===== src/rtl/spi_mem_master_if.sv =====
// Request/response bus between the requesters and the serial memory controller.
interface spi_mem_master_if #(
    parameter int unsigned N_REQ = 2
);
    logic [N_REQ-1:0]   req_valid;
    logic [N_REQ-1:0]   req_we;
    logic [8*N_REQ-1:0] req_addr;
    logic [8*N_REQ-1:0] req_wdata;
    logic [N_REQ-1:0]   req_ready;
    logic [N_REQ-1:0]   rsp_valid;
    logic [7:0]         rsp_rdata;
    logic               rsp_err;

    // Requester side
    modport master (
        output req_valid, req_we, req_addr, req_wdata,
        input  req_ready, rsp_valid, rsp_rdata, rsp_err
    );

    // Controller side
    modport slave (
        input  req_valid, req_we, req_addr, req_wdata,
        output req_ready, rsp_valid, rsp_rdata, rsp_err
    );
endinterface


===== src/rtl/spi_mem_master.sv =====
// Round-robin arbiter plus serialiser for the single-wire serial memory slave.
// One transaction in flight; every accepted request gets exactly one response.
module spi_mem_master #(
    parameter int unsigned N_REQ     = 2,
    parameter int unsigned MEM_DEPTH = 32,
    parameter int unsigned TIMEOUT   = 64
) (
    input  logic            clk,
    input  logic            rst,
    spi_mem_master_if.slave bus,
    output logic            spi_cs,
    output logic            spi_sdo,
    input  logic            spi_sdi,
    input  logic            spi_ready,
    input  logic            spi_done,
    output logic            busy
);
    localparam int unsigned IdxW = (N_REQ > 1) ? $clog2(N_REQ) : 1;
    localparam int unsigned CntW = $clog2(((TIMEOUT > 32) ? TIMEOUT : 32) + 1);

    typedef enum logic [3:0] {
        StIdle, StStart, StOpbit, StShift, StWaitRdy, StCapture, StWaitDone, StResp, StGap
    } state_t;

    state_t            state_q, state_d;
    logic [IdxW-1:0]   owner_q, owner_d;
    logic [IdxW-1:0]   last_q, last_d;
    logic              we_q, we_d;
    logic [7:0]        addr_q, addr_d;
    logic [7:0]        wdata_q, wdata_d;
    logic [7:0]        rdata_q, rdata_d;
    logic [4:0]        bitcnt_q, bitcnt_d;
    logic [CntW-1:0]   cnt_q, cnt_d;
    logic              tmo_q, tmo_d;

    logic [N_REQ-1:0]  req_ready_q, req_ready_d;
    logic [N_REQ-1:0]  rsp_valid_q, rsp_valid_d;
    logic [7:0]        rsp_rdata_q, rsp_rdata_d;
    logic              rsp_err_q, rsp_err_d;
    logic              spi_cs_q, spi_cs_d;
    logic              spi_sdo_q, spi_sdo_d;
    logic              busy_q, busy_d;

    logic              grant_found;
    logic [IdxW-1:0]   grant_idx;
    logic [15:0]       shift_data;

    assign shift_data = {wdata_q, addr_q};

    // Search starts one past the last winner.
    always_comb begin
        grant_found = 1'b0;
        grant_idx   = last_q;
        for (int unsigned k = 1; k <= N_REQ; k++) begin
            int unsigned cand;
            cand = (32'(last_q) + k) % N_REQ;
            if (!grant_found && bus.req_valid[cand]) begin
                grant_found = 1'b1;
                grant_idx   = IdxW'(cand);
            end
        end
    end

    always_comb begin
        state_d     = state_q;
        owner_d     = owner_q;
        last_d      = last_q;
        we_d        = we_q;
        addr_d      = addr_q;
        wdata_d     = wdata_q;
        rdata_d     = rdata_q;
        bitcnt_d    = bitcnt_q;
        cnt_d       = cnt_q;
        tmo_d       = tmo_q;
        req_ready_d = '0;
        rsp_valid_d = '0;
        rsp_rdata_d = '0;
        rsp_err_d   = 1'b0;

        unique case (state_q)
            StIdle: begin
                if (req_ready_q != '0) begin
                    // Acceptance cycle: request fields were latched on the grant edge.
                    if (32'(addr_q) >= MEM_DEPTH) begin
                        state_d              = StResp;
                        rsp_valid_d[owner_q] = 1'b1;
                        rsp_err_d            = 1'b1;
                    end else begin
                        state_d = StStart;
                    end
                end else if (grant_found) begin
                    req_ready_d[grant_idx] = 1'b1;
                    owner_d = grant_idx;
                    last_d  = grant_idx;
                    we_d    = bus.req_we[grant_idx];
                    addr_d  = bus.req_addr[8*grant_idx +: 8];
                    wdata_d = bus.req_wdata[8*grant_idx +: 8];
                    rdata_d = '0;
                    tmo_d   = 1'b0;
                end
            end
            StStart: state_d = StOpbit;
            StOpbit: begin
                state_d  = StShift;
                bitcnt_d = '0;
            end
            StShift: begin
                if (bitcnt_q == (we_q ? 5'd15 : 5'd7)) begin
                    state_d = we_q ? StWaitDone : StWaitRdy;
                    cnt_d   = '0;
                end else begin
                    bitcnt_d = bitcnt_q + 5'd1;
                end
            end
            StWaitRdy: begin
                if (spi_ready) begin
                    rdata_d[0] = spi_sdi;
                    bitcnt_d   = 5'd1;
                    state_d    = StCapture;
                end else if (cnt_q == CntW'(TIMEOUT - 1)) begin
                    state_d              = StResp;
                    tmo_d                = 1'b1;
                    rsp_valid_d[owner_q] = 1'b1;
                    rsp_err_d            = 1'b1;
                end else begin
                    cnt_d = cnt_q + 1'b1;
                end
            end
            StCapture: begin
                rdata_d[bitcnt_q[2:0]] = spi_sdi;
                if (bitcnt_q == 5'd7) begin
                    state_d = StWaitDone;
                    cnt_d   = '0;
                end else begin
                    bitcnt_d = bitcnt_q + 5'd1;
                end
            end
            StWaitDone: begin
                if (spi_done) begin
                    state_d              = StResp;
                    rsp_valid_d[owner_q] = 1'b1;
                    rsp_rdata_d          = rdata_q;
                end else if (cnt_q == CntW'(TIMEOUT - 1)) begin
                    state_d              = StResp;
                    tmo_d                = 1'b1;
                    rsp_valid_d[owner_q] = 1'b1;
                    rsp_err_d            = 1'b1;
                end else begin
                    cnt_d = cnt_q + 1'b1;
                end
            end
            StResp: begin
                // After a timeout the slave may still be mid-operation; let it drain.
                if (tmo_q) begin
                    state_d = StGap;
                    cnt_d   = '0;
                end else begin
                    state_d = StIdle;
                end
            end
            StGap: begin
                if (cnt_q == CntW'(31)) state_d = StIdle;
                else                    cnt_d   = cnt_q + 1'b1;
            end
            default: state_d = StIdle;
        endcase

        spi_cs_d = (state_d != StStart);
        busy_d   = (state_d != StIdle);
        unique case (state_d)
            StStart, StOpbit: spi_sdo_d = we_q;
            StShift:          spi_sdo_d = shift_data[bitcnt_d[3:0]];
            default:          spi_sdo_d = 1'b0;
        endcase
    end

    always_ff @(posedge clk) begin
        if (rst) begin
            state_q     <= StIdle;
            owner_q     <= '0;
            last_q      <= IdxW'(N_REQ - 1);
            we_q        <= 1'b0;
            addr_q      <= '0;
            wdata_q     <= '0;
            rdata_q     <= '0;
            bitcnt_q    <= '0;
            cnt_q       <= '0;
            tmo_q       <= 1'b0;
            req_ready_q <= '0;
            rsp_valid_q <= '0;
            rsp_rdata_q <= '0;
            rsp_err_q   <= 1'b0;
            spi_cs_q    <= 1'b1;
            spi_sdo_q   <= 1'b0;
            busy_q      <= 1'b0;
        end else begin
            state_q     <= state_d;
            owner_q     <= owner_d;
            last_q      <= last_d;
            we_q        <= we_d;
            addr_q      <= addr_d;
            wdata_q     <= wdata_d;
            rdata_q     <= rdata_d;
            bitcnt_q    <= bitcnt_d;
            cnt_q       <= cnt_d;
            tmo_q       <= tmo_d;
            req_ready_q <= req_ready_d;
            rsp_valid_q <= rsp_valid_d;
            rsp_rdata_q <= rsp_rdata_d;
            rsp_err_q   <= rsp_err_d;
            spi_cs_q    <= spi_cs_d;
            spi_sdo_q   <= spi_sdo_d;
            busy_q      <= busy_d;
        end
    end

    assign bus.req_ready = req_ready_q;
    assign bus.rsp_valid = rsp_valid_q;
    assign bus.rsp_rdata = rsp_rdata_q;
    assign bus.rsp_err   = rsp_err_q;
    assign spi_cs        = spi_cs_q;
    assign spi_sdo       = spi_sdo_q;
    assign busy          = busy_q;
endmodule

===== src/flat_wrapper.sv =====
// flat-port wrapper written by rule: the top's interface ports become plain ports
module spi_mem_master_flat 
#(
    parameter int unsigned N_REQ     = 2,
    parameter int unsigned MEM_DEPTH = 32,
    parameter int unsigned TIMEOUT   = 64
)
  (clk, rst, spi_cs, spi_sdo, spi_sdi, spi_ready, spi_done, busy, bus_req_valid, bus_req_we, bus_req_addr, bus_req_wdata, bus_req_ready, bus_rsp_valid, bus_rsp_rdata, bus_rsp_err);
  spi_mem_master_if #(.N_REQ(N_REQ)) bus_i ();
  input  logic clk;
  input  logic rst;
  output logic spi_cs;
  output logic spi_sdo;
  input  logic spi_sdi;
  input  logic spi_ready;
  input  logic spi_done;
  output logic busy;
  input wire logic [$bits(bus_i.req_valid)-1:0] bus_req_valid;
  input wire logic [$bits(bus_i.req_we)-1:0] bus_req_we;
  input wire logic [$bits(bus_i.req_addr)-1:0] bus_req_addr;
  input wire logic [$bits(bus_i.req_wdata)-1:0] bus_req_wdata;
  output wire logic [$bits(bus_i.req_ready)-1:0] bus_req_ready;
  output wire logic [$bits(bus_i.rsp_valid)-1:0] bus_rsp_valid;
  output wire logic [$bits(bus_i.rsp_rdata)-1:0] bus_rsp_rdata;
  output wire logic [$bits(bus_i.rsp_err)-1:0] bus_rsp_err;
  assign bus_i.req_valid = bus_req_valid;
  assign bus_i.req_we = bus_req_we;
  assign bus_i.req_addr = bus_req_addr;
  assign bus_i.req_wdata = bus_req_wdata;
  assign bus_req_ready = bus_i.req_ready;
  assign bus_rsp_valid = bus_i.rsp_valid;
  assign bus_rsp_rdata = bus_i.rsp_rdata;
  assign bus_rsp_err = bus_i.rsp_err;
  spi_mem_master #(.N_REQ(N_REQ), .MEM_DEPTH(MEM_DEPTH), .TIMEOUT(TIMEOUT)) u_core (.clk(clk), .rst(rst), .bus(bus_i), .spi_cs(spi_cs), .spi_sdo(spi_sdo), .spi_sdi(spi_sdi), .spi_ready(spi_ready), .spi_done(spi_done), .busy(busy));
endmodule

===== config.mk =====
export PLATFORM = sky130hd
export DESIGN_NAME = spi_mem_master_flat
export DESIGN_NICKNAME = d
export VERILOG_FILES = /design/src/rtl/spi_mem_master_if.sv /design/src/rtl/spi_mem_master.sv /design/src/flat_wrapper.sv
export SDC_FILE = /design/constraint.sdc
export NUM_CORES = 1
export LEC_CHECK = 0
export BUFFER_PORTS_ARGS = -buffer_cell sky130_fd_sc_hd__buf_2
export CAP_MARGIN = 30
export CORE_ASPECT_RATIO = 0.6
export CORE_MARGIN = 2
export CORE_UTILIZATION = 50
export CTS_CLUSTER_SIZE = 12
export DETAILED_ROUTE_END_ITERATION = 6
export PLACE_DENSITY_LB_ADDON = 0.1
export RECOVER_POWER = 100
export SETUP_SLACK_MARGIN = 0.2
export SYNTH_ARGS = -nofsm -noshare
export SYNTH_HDL_FRONTEND = slang
export SYNTH_SLANG_ARGS = --single-unit

===== constraint.sdc =====
create_clock -name clk -period 2.8 [get_ports clk]
set_input_delay 0.7 -clock clk [delete_from_list [all_inputs] [get_ports clk]]
set_output_delay 0.7 -clock clk [all_outputs]
set_load 0.02 [all_outputs]

==> results.json <==
{
  "grt_pass1_vias": 2492,
  "ys_types": 58,
  "fin_crit_sh": 0.9059,
  "grt_pass1_wl_um": 12270,
  "sw_frac_of_total": 0.3926,
  "synth_seq_cells": 60,
  "maxCapViolCount": 0,
  "grt_max_degree": 35,
  "status": "complete, no violations",
  "place_inst": 480,
  "worstMarginPinSlew_ns": 0.6951,
  "routed_wl_um": 7443,
  "drc": 0,
  "period_minus_slack_ns": 2.537,
  "netlist_area_um2": 3005,
  "rows": 21,
  "synth_top_area_cell": "dfxtp_1",
  "max_stage_delay_ns": 0.40,
  "place.port_buffers": 56,
  "worst_setup_path_start_kind": "flip-flop",
  "layout-drive-gt1-share": 0.2038,
  "layout_commonest_cell": "dfxtp_1",
  "relSlewSlack": 0.5317,
  "gp_congestion": 0.8867,
  "antenna_cells": 0,
  "yosys-top-cells-area": "dfxtp_1 40%, mux2i_1 8.3%, nor2_1 6.4%",
  "antenna_found_initial": 0,
  "detail-route-antenna-nets": 0,
  "crit_type": "flip-flop to flip-flop",
  "overflow": 0,
  "instances_no_fill": 497,
  "die_area_um2": 6667,
  "dp_hpwl_um": 5383,
  "drt_iter0_markers": 164,
  "cp_max_fo": 6,
  "cts_buffers": 9,
  "synth-main-ff-cell": "dfxtp_1",
  "clockBufferDepth": 2,
  "rsz0062_at_grt": "false",
  "combinationalPowerShare": 0.413,
  "finalSetupViolations": 0,
  "fmax_ghz": 0.3942,
  "routedWlPerCell_um": 14.98,
  "synth_area_per_cell_um2": 8.562,
  "core_um2": 5675,
  "vdd_drop_max_v": 0.0004100,
  "ys_warn_count": 0,
  "path_cells": "ha_4 > nand3b_4 > o311a_4 > nor3b_4 > a21oi_4 > mux2_1 > or3_1 > and4_1 > a211o_1",
  "die_w_um": 104.1,
  "crit_required_ns": 3.03,
  "die_h_um": 64.06,
  "num_vias": 2766,
  "end_kind": "flip-flop",
  "switchingPower_mw": 1.343,
  "num_io_pins": 57,
  "path_buf_inv": 0,
  "clkTransAtPathRegs_ns": 0.07,
  "hold_viol_final": 0,
  "root_buffer": "clkbuf_8",
  "num-nets-final": 455,
  "synth_top_area_share": 0.3997,
  "cp.arrival_ns": 2.77,
  "cpLargestDelayFamily": "simple AND/OR/NAND/NOR gates",
  "initial_utilization": 0.5295,
  "ys_seq_area_frac": 0.3997,
  "syn_to_final_growth_pct": 21.52,
  "syn_inst": 351,
  "synth-edff-count": 0,
  "fin_skew_ns": 0.007029,
  "tns_ns": 0,
  "dr.pass1.iters": 6,
  "syn_nets": 394,
  "p_seq_frac": 0.357,
  "slew_viol_final": 0,
  "powerDensity_nw_per_um2": 936.9,
  "min_path_type": "flip-flop to flip-flop",
  "p_leak_nw": 1.495,
  "clk_latency_ns": 0.34,
  "htreeDepth": 3,
  "cts_tree": "done",
  "clockPowerShare": 0.230,
  "viasPerCell": 5.565,
  "worst_hold_slack_ns": 0.4436,
  "numClockSinks": 60,
  "cell_internal_pwr_mw": 2.078,
  "critPathSlowestCell": "o311a_4",
  "layout_common_cells": "58 x dfxtp_1, 50 x nor2_1, 39 x buf_2",
  "async_flop_share": 0,
  "track_usage": 0.2340
}
through the flow:
step | setup slack [ns] | cell area, µm² | util | total power, mW
global placement | 0.1877 | 3420 | 0.6025 | 2.588
floorplan | 0.2342 | 3013 | - | 2.237
global route | 0.1299 | 3652 | 0.6435 | 3.658
finish | 0.2634 | 3652 | 0.6435 | 3.422
CTS | 0.2206 | 3630 | 0.6396 | 3.404
detailed placement | 0.08415 | 3420 | 0.6025 | 2.609
sequential cells by signal, summed over array words and instances (netlist names):
register / cells
u_core.addr_q: 8
u_core.bus.rsp_rdata: 8
u_core.rdata_q: 8
u_core.wdata_q: 8
u_core.cnt_q: 7
u_core.bitcnt_q: 5
u_core.state_q: 4
u_core.bus.req_ready: 2
u_core.bus.rsp_valid: 2
u_core.bus.rsp_err: 1
u_core.busy: 1
u_core.last_q: 1
u_core.owner_q: 1
u_core.spi_cs: 1
u_core.spi_sdo: 1
u_core.tmo_q: 1
u_core.we_q: 1
cells by family after synthesis:
group | share of synthesized area
and+or+nand+nor | 0.2311
AOI/OAI and AO/OA | 0.2007
DFF | 0.3997
buffers and inverters | 0.04038
muxes | 0.09076
xor gates and xnor gates | 0.02914
adders and majority gates | 0.008325
path summary, 6_finish.rpt:
check                                         from                       to  slack [ns]  cells past startpoint
worst max-delay path            u_core.bitcnt_q[1]           u_core.spi_sdo        0.26                      9
worst min-delay path                u_core.owner_q  u_core.bus.rsp_valid[0]        0.44                      1
worst max register to register  u_core.bitcnt_q[1]           u_core.spi_sdo        0.26                      9
worst min register to register      u_core.owner_q  u_core.bus.rsp_valid[0]        0.44                      1
power by group through the flow:
stage,Clock [mW],Combinational [mW],Sequential (mW)
global route,0.843,1.57,1.25
global placement,0,1.36,1.23
finish,0.787,1.41,1.22
CTS,0.797,1.40,1.21
detailed placement,0,1.38,1.23
floorplan,0,1.03,1.21
cell usage after synthesis (2+ instances only):
master     n
a211o_1    2
a211oi_1  20
a21boi_0   2
a21o_1     2
a21oi_1   11
a21oi_2    2
a22o_1     2
a22oi_1    4
a31oi_1    7
and2_1    10
and3_1     3
buf_2      4
clkbuf_1  15
dfxtp_1   60
ha_1       2
inv_1      8
mux2i_1   25
nand2_1   25
nand3_1    9
nand3b_1   3
nand4_1    7
nor2_1    51
nor2b_1    5
nor3_1     9
nor3b_1    2
o211ai_1   2
o21ai_0   17
o31a_1     2
o31ai_1    2
or2_2      2
xnor2_1    4
xor2_1     6
metal layers:
metal  wire length (µm)  track usage  up-vias
met5                  0            0        -
met4                 53      0.06081        0
met3                523      0.06939        7
met2               3032       0.3281       91
met1               3833       0.3468     1277
li1                   -            -     1391
area by class of cell:
| class | instances | area [µm²] |
|---|---|---|
| fillers | 530 | 2023 |
| multi-input cells | 262 | 1748 |
| flip-flops and latches | 60 | 1204 |
| repair buffers | 71 | 367.9 |
| clock buffers | 12 | 155.1 |
| well taps | 80 | 100.1 |
| clock inverters | 4 | 47.55 |
| inverters | 8 | 30.03 |
repair_timing:
item,in CTS,in global routing
hold endpoints to repair,0,0
pin swaps,1,2
setup endpoints to repair,1,1
resized for setup,0,14
buffers inserted,1,0
hold buffers,0,0
Note: power is estimated with default switching activity, not from simulation.
